--- config.mk ---
export PLATFORM = sky130hd
export DESIGN_NAME = uart_tx_scheduler
export DESIGN_NICKNAME = d
export VERILOG_FILES = /design/src/rtl/uart_tx_scheduler.sv
export SDC_FILE = /design/constraint.sdc
export NUM_CORES = 1
export LEC_CHECK = 0
export ABC_AREA = 1
export CORE_ASPECT_RATIO = 0.6
export CORE_MARGIN = 4
export CORE_UTILIZATION = 47
export DETAILED_ROUTE_END_ITERATION = 12
export PLACE_DENSITY_LB_ADDON = 0.3
export SKIP_LAST_GASP = 1
export SLEW_MARGIN = 10
export SYNTH_ARGS = -nofsm -noshare
export SYNTH_HDL_FRONTEND = slang
export SYNTH_SLANG_ARGS = --single-unit
export TNS_END_PERCENT = 1
--- constraint.sdc ---
create_clock -name clk -period 2 [get_ports clk]
set_clock_uncertainty 0.2 [all_clocks]
set_input_delay 0.2 -clock clk [delete_from_list [all_inputs] [get_ports clk]]
set_output_delay 0.2 -clock clk [all_outputs]
set_load 0.02 [all_outputs]
--- src/rtl/uart_tx_scheduler.sv ---
// Two-requester round-robin UART transmitter driven by an external mid-bit tick.
// Optional even parity after D7 when UART_TX_PARITY_EN is defined.
module uart_tx_scheduler (
  input  logic       clk,
  input  logic       rst_n,
  input  logic       req0_valid,
  input  logic [7:0] req0_data,
  input  logic       req1_valid,
  input  logic [7:0] req1_data,
  output logic       req0_ready,
  output logic       req1_ready,
  input  logic       clk_bps,
  output logic       bps_start,
  output logic       txd,
  output logic       busy,
  output logic       grant_id,
  output logic [1:0] dbg_state
);

  // Handshake: reqN_valid is sampled only in IDLE; reqN_ready is a single-cycle
  // combinational accept pulse in that same cycle, and the byte is latched on its edge.

  typedef enum logic [1:0] {IDLE, ARM, SHIFT, DONE} state_t;

`ifdef UART_TX_PARITY_EN
  localparam logic [3:0] LAST_TICK = 4'd12;
`else
  localparam logic [3:0] LAST_TICK = 4'd11;
`endif

  state_t     state_q, state_d;
  logic [7:0] data_q, data_d;
  logic [3:0] cnt_q, cnt_d;
  logic       txd_q, txd_d;
  logic       grant_q, grant_d;
  logic       last_q, last_d;
  logic       pick;
  logic [3:0] nxt_cnt;
  logic [2:0] bit_sel;

  always_ff @(posedge clk or negedge rst_n) begin
    if (!rst_n) begin
      state_q <= IDLE;
      data_q  <= 8'h00;
      cnt_q   <= 4'd0;
      txd_q   <= 1'b1;
      grant_q <= 1'b0;
      last_q  <= 1'b1;
    end else begin
      state_q <= state_d;
      data_q  <= data_d;
      cnt_q   <= cnt_d;
      txd_q   <= txd_d;
      grant_q <= grant_d;
      last_q  <= last_d;
    end
  end

  always_comb begin
    state_d    = state_q;
    data_d     = data_q;
    cnt_d      = cnt_q;
    txd_d      = txd_q;
    grant_d    = grant_q;
    last_d     = last_q;
    req0_ready = 1'b0;
    req1_ready = 1'b0;
    bps_start  = 1'b0;
    busy       = 1'b0;
    pick       = 1'b0;
    nxt_cnt    = cnt_q + 4'd1;
    // tick 2 carries D0, so the data index is the tick number minus two (mod 8)
    bit_sel    = nxt_cnt[2:0] - 3'd2;
    case (state_q)
      IDLE: begin
        cnt_d = 4'd0;
        txd_d = 1'b1;
        if (req0_valid || req1_valid) begin
          pick       = (req0_valid && req1_valid) ? ~last_q : req1_valid;
          req0_ready = ~pick;
          req1_ready = pick;
          data_d     = pick ? req1_data : req0_data;
          grant_d    = pick;
          last_d     = pick;
          state_d    = ARM;
        end
      end
      ARM: begin
        bps_start = 1'b1;
        busy      = 1'b1;
        txd_d     = 1'b1;
        if (clk_bps) begin
          cnt_d   = 4'd1;
          txd_d   = 1'b0;
          state_d = SHIFT;
        end
      end
      SHIFT: begin
        bps_start = 1'b1;
        busy      = 1'b1;
        if (clk_bps) begin
          cnt_d = nxt_cnt;
          if (nxt_cnt == LAST_TICK) begin
            txd_d   = 1'b1;
            state_d = DONE;
          end else if (nxt_cnt <= 4'd9) begin
            txd_d = data_q[bit_sel];
`ifdef UART_TX_PARITY_EN
          end else if (nxt_cnt == 4'd10) begin
            txd_d = ^data_q;
`endif
          end else begin
            txd_d = 1'b1;
          end
        end
      end
      DONE: begin
        txd_d   = 1'b1;
        state_d = IDLE;
      end
      default: state_d = IDLE;
    endcase
  end

  assign txd       = txd_q;
  assign grant_id  = grant_q;
  assign dbg_state = state_q;

endmodule

==> flow_summary.toml <==
[cells_and_area]
area_delta_synth_final_pct = 39.9
final_core_util_pct = 70.1
drive_gt1_share_pct = 15.1
fin_nets = 215
regArea_um2 = 428
fill_cells = 180
fin_cells = 215
multi_input_area_um2 = 559
n_antenna_cell = 0

[global_route]
antenna_found_initial = 0
overflow = 0
grt_max_degree = 10
grt_pass1_wl_um = 4690
grt_use_total_pct = 19.0
grt_pass1_vias = 1084

[clocking]
htree_levels = 1
cts_tree = "done"
cts_setup_buffers = 0
clk_pin_slew_worst_paths_ns = 0.07
root_buffer = "clkbuf_8"
clock_path_buffers = 2
clock_latency_ns = 0.25
numCtsBuffers = 3
clock-sinks = 17
hold_buffers = 0

[synthesis]
synthMostInstantiatedCell = "nand2_1"
synthArstFlopShare_pct = 100
yosys-top-cells-count = "nand2_1, o21ai_0, inv_1"
synth_edf_count = 0
synthCells = 143
syn_area_per_cell_um2 = 7.64
yosysSeqAreaShare_pct = 39.2
ys_top_cells_by_area = "dfrtp_1, nand2_1, ha_1"
synth_top_area_share_pct = 34.4
yosysUniqueCellTypes = 21
synth_seq_cells = 17
yosysWarnings = 0
syn-num-nets = 172
synth_ff_type = "dfrtp_1"
syn_area_um2 = 1090
synth_area_leader_cell = "dfrtp_1"

[drt]
num_vias = 1083
drt-total-wl_um = 2740
post-route-drc-count = 0
viasPerCell = 5.04
first_iter_violations = 85
drtPass1Iterations = 4
ant_nets = 0
wire_per_inst_um = 12.7

[setup_path]
r2r-start = "cnt_q[0]$_DFFE_PN0P_"
arrival_ns = 1.63
crit_family = "buffers and inverters"
max_stage_delay_ns = 0.63
crit_chain = "inv_1 -> ha_1 -> clkdlybuf4s50_1"
path_class = "flop to primary output"
worstPathMaxFanout = 3
regToRegEndpoint = "txd$_DFFE_PN1N_"
slowest_stage = "clkdlybuf4s50_1"
reg2reg_depth = 11
crit_required_ns = 1.60
reg2reg_slack_ns = 0.17
cp-start-kind = "flop"
crit_buf_inv = 2
cp-end-kind = "primary output"

[place]
place_hpwl_um = 2130
pre_cts_slack_ns = -0.0807
portBuffers = 28
routabilityCongestion = 0.891
place_inst = 211

[sta]
fin_crit_sh_pct = 101
min_period_ns = 2.03
finalSetupViolations = 2
hold_viol_final = 0
relSlewSlack_pct = 69.9
holdWs_ns = 0.0614
max_freq_mhz = 494
slew_violations = 0
rsz0062_at_grt = "yes"
setup_tns_ns = -0.0415
setup_ws_ns = -0.0252
worst_pin_slew_ns = 0.450

[outcome]
violations = "setup timing"
status = "complete, but fails checks"

[floorplanning]
start_util_pct = 50.1
die_x_um = 70.2
die_area_um2 = 3180
rows = 13
ioPinCount = 29
core-area_um2 = 2180
die_h_um = 45.3

[pwr]
ir_worst_vdd_mv = 0.640
power_density_nw_per_um2 = 1430
p_leak_nw = 0.741

[min_path]
hp-class = "input port to asynchronous set/reset pin"

[run]
maxCapViolCount = 0
## layout by cell type (no fill, tap or decap), drive strengths merged
master | Yosys | routed
dfrtp | 15 | 15
dlygate4sd2 | 0 | 1
buf | 3 | 13
inv | 19 | 19
clkdlybuf4s50 | 0 | 26
ha | 8 | 8
nor3 | 2 | 2
nor2 | 14 | 14
o22ai | 6 | 6
clkbuf | 0 | 4
nand4 | 2 | 2
nand3b | 1 | 1
o21ai | 22 | 22
nand2 | 36 | 36
dlymetal6s2s | 0 | 1
a21oi | 4 | 4
dfstp | 2 | 2
nand3 | 9 | 9
## report_power, final
group	internal, mW	leakage [nW]	total, mW	switching (mW)
clock	0.141	0.0228	0.254	0.113
sequential	0.508	0.210	0.590	0.0817
combinational	0.587	0.508	1.34	0.757
total	1.24	0.741	2.19	0.952
## cell families (layout without fill, tap and decap cells)
kind of cell	after synthesis	in the layout	share of synthesized area [%]
buf+inv	22	64	9.62
compound gates	32	32	15.7
flops	17	17	39.2
fa+ha+maj	8	8	9.16
simple gates	64	64	26.3
## layout make-up
type,count,share of cell area (%)
inverter,19,5.16
timing repair buffer,41,24.8
multi-input combinational,104,36.6
sequential,17,28.0
clock buffer,4,2.95
tap,30,2.46
## what timing repair did
action,CTS,global route
endpoints found under the hold margin,0,0
endpoints found under the setup margin,4,4
resized for setup,1,1
## worst reg2reg max path: stages, from the launching register on
cell and delay (ns):
dfrtp_1 0.46, inv_8 0.06, ha_1 0.36, inv_1 0.14
nand3_1 0.12, nand2_1 0.09, nand2_1 0.05, nand3_1 0.08
nand2_1 0.06, nand2_1 0.06, nand2_1 0.05, nand2_1 0.05
## per-stage QoR
step                      total power [mW]  area, um2
after detailed placement              1.93       1480
final                                 2.19       1530
after floorplan                       1.43       1090
after global placement                1.88       1480
after CTS                             2.19       1530
after global routing                  2.38       1530
## sequential cells by signal, summed over array words and instances, names as in the netlist
name	flops
data_q	8
cnt_q	4
dbg_state	2
grant_id	1
last_q	1
txd	1
## worst max path at each step
| stage | startpoint | to | slack, ns | cells past startpoint |
|---|---|---|---|---|
| finish | dbg_state[0]$_DFFE_PN0P_ | bps_start | -0.03 | 3 |
| detailed placement | req0_valid | req0_ready | -0.08 | 6 |
| global route | dbg_state[0]$_DFFE_PN0P_ | bps_start | -0.1 | 3 |
| floorplan | dbg_state[0]$_DFFE_PN0P_ | req0_ready | 0.19 | 4 |
| global placement | req0_valid | req0_ready | -0.03 | 5 |
| CTS | dbg_state[0]$_DFFE_PN0P_ | req1_ready | -0.18 | 5 |
## per-layer routing
metal	vias up	part of all wire [%]	global-route usage, %	routed length, um
met3	4	4.8	5.56	132
met4	0	1.6	5.73	43
met1	488	45	23.0	1250
met5	-	0	0	0
li1	556	-	-	-
met2	35	48	33.6	1320
Note: power is estimated with default switching activity, not from simulation.
==> RTL edit (same flow settings) <==
Take the reset off `data_q` and load it in a clocked block of its own.
--- a/src/rtl/uart_tx_scheduler.sv
+++ b/src/rtl/uart_tx_scheduler.sv
@@ -42,5 +42,4 @@
     if (!rst_n) begin
       state_q <= IDLE;
-      data_q  <= 8'h00;
       cnt_q   <= 4'd0;
       txd_q   <= 1'b1;
@@ -49,5 +48,4 @@
     end else begin
       state_q <= state_d;
-      data_q  <= data_d;
       cnt_q   <= cnt_d;
       txd_q   <= txd_d;
@@ -55,4 +53,8 @@
       last_q  <= last_d;
     end
+  end
+
+  always_ff @(posedge clk) begin
+    data_q <= data_d;
   end
 
Function: same outputs for any inputs over 10 cycles, from zero or initial values and one cycle with rst_n low; that may be too few to reach the edited logic, so the function may still have changed.
==> RTL edit against the unedited design <==
The flow still finishes with violations (negative setup slack). Clock power barely moved. Sequential cell count did not move. First-iteration DRC count fell by 62%. Synthesized area fell by 0.34%. Wire length fell by 13%. Power fell by 6.2%. Worst setup slack got worse by 0.013 ns. Design area rose by 0.16%. Largest power group unchanged.
==> RTL edit: results <==
export IMPL_r2r_setup_slack_ns=0.21
export IMPL_leakagePower_nw=0.7601
export IMPL_gp_congestion=0.8032
export IMPL_grt_usage_pct=16.39
export IMPL_crit_end="busy"
export IMPL_wl_um=2383
export IMPL_grt_pass1_vias=957
export IMPL_worstMarginPinSlew_ns=0.4015
export IMPL_peakVddDrop_mv=0.7048
export IMPL_violations="negative setup slack"
export IMPL_ys_types=23
export IMPL_setup_ws_ns=-0.03863
export IMPL_synth_compound_area_share_pct=6.437
export IMPL_pre_cts_slack_ns=-0.1027
export IMPL_drt_iter0_drc=32
export IMPL_synth_area_leaders="edfxtp_1 (22%), nand2_1 (19%), dfrtp_1 (16%), ha_1 (9.2%), inv_1 (6.9%)"
export IMPL_rr_worst_depth=9
export IMPL_finalSetupViolations=1
export IMPL_n_fill_cell=182
export IMPL_drive_gt1_share_pct=15.85
export IMPL_dpl_cell_area_um2=1489
export IMPL_synthAdderAreaFrac_pct=9.195
export IMPL_avgSynthCellArea_um2=7.775
export IMPL_grt_pass1_wl_um=4015
export IMPL_status="complete, but fails checks"
export IMPL_r2r_end="dbg_state[1]"
export IMPL_synth_nets=169
export IMPL_synth_edf_count=8
export IMPL_yosysSeqAreaShare_pct=42.99
export IMPL_async_flop_share_pct=52.94
## RTL edit: cell type report
type	instances	area (um^2)	share of cell area, %
Multi-Input combinational cell	99	518.0	33.85
Timing Repair Buffer	41	374.1	24.45
Inverter	22	87.58	5.724
Clock buffer	4	45.04	2.944
Tap cell	30	37.54	2.453
Sequential cell	17	467.9	30.58
## RTL edit: timing repair
item	in CTS	in global routing
setup endpoints to repair	4	4
setup buffers	0	0
endpoints found under the hold margin	0	0
gates resized for setup	2	3
## RTL edit: power breakdown
group	switching, mW	internal, mW
logic	0.691	0.532
registers	0.0572	0.518
clock network	0.113	0.141
## RTL edit: metrics by stage
stage / TNS [ns] / hold WS, ns
CTS: -0.2086 / 0.04781
floorplan: 0 / -0.2956
global placement: -0.02744 / 0.2545
global route: -0.1200 / 0.06428
finish: -0.03863 / 0.03803
detailed placement: -0.1027 / 0.2643
## RTL edit: layer usage
layer / share of wire (%) / global-route usage, %
met5: 0 / 0
met4: 0.55 / 4.962
met3: 4.2 / 5.556
met2: 48 / 30.02
met1: 47 / 18.65
## RTL edit: worst min path at each step
stage          startpoint  endpoint  slack (ns)  cells after the start
6_report            rst_n  cnt_q[2]        0.04                      1
5_1_grt             rst_n  cnt_q[1]        0.06                      1
4_1_cts             rst_n  cnt_q[3]        0.05                      1
3_5_place_dp          txd       txd        0.26                      2
3_3_place_gp          txd       txd        0.25                      2
2_1_floorplan       rst_n  cnt_q[0]       -0.30                      0
## RTL edit: kinds of logic (layout without fill, tap and decap cells)
logic type                 Yosys count  in the layout
AOI/OAI and AO/OA                   11             11
adders and majority gates            8              8
buffers and inverters               24             67
DFF                                 17             17
and+or+nand+nor                     80             80
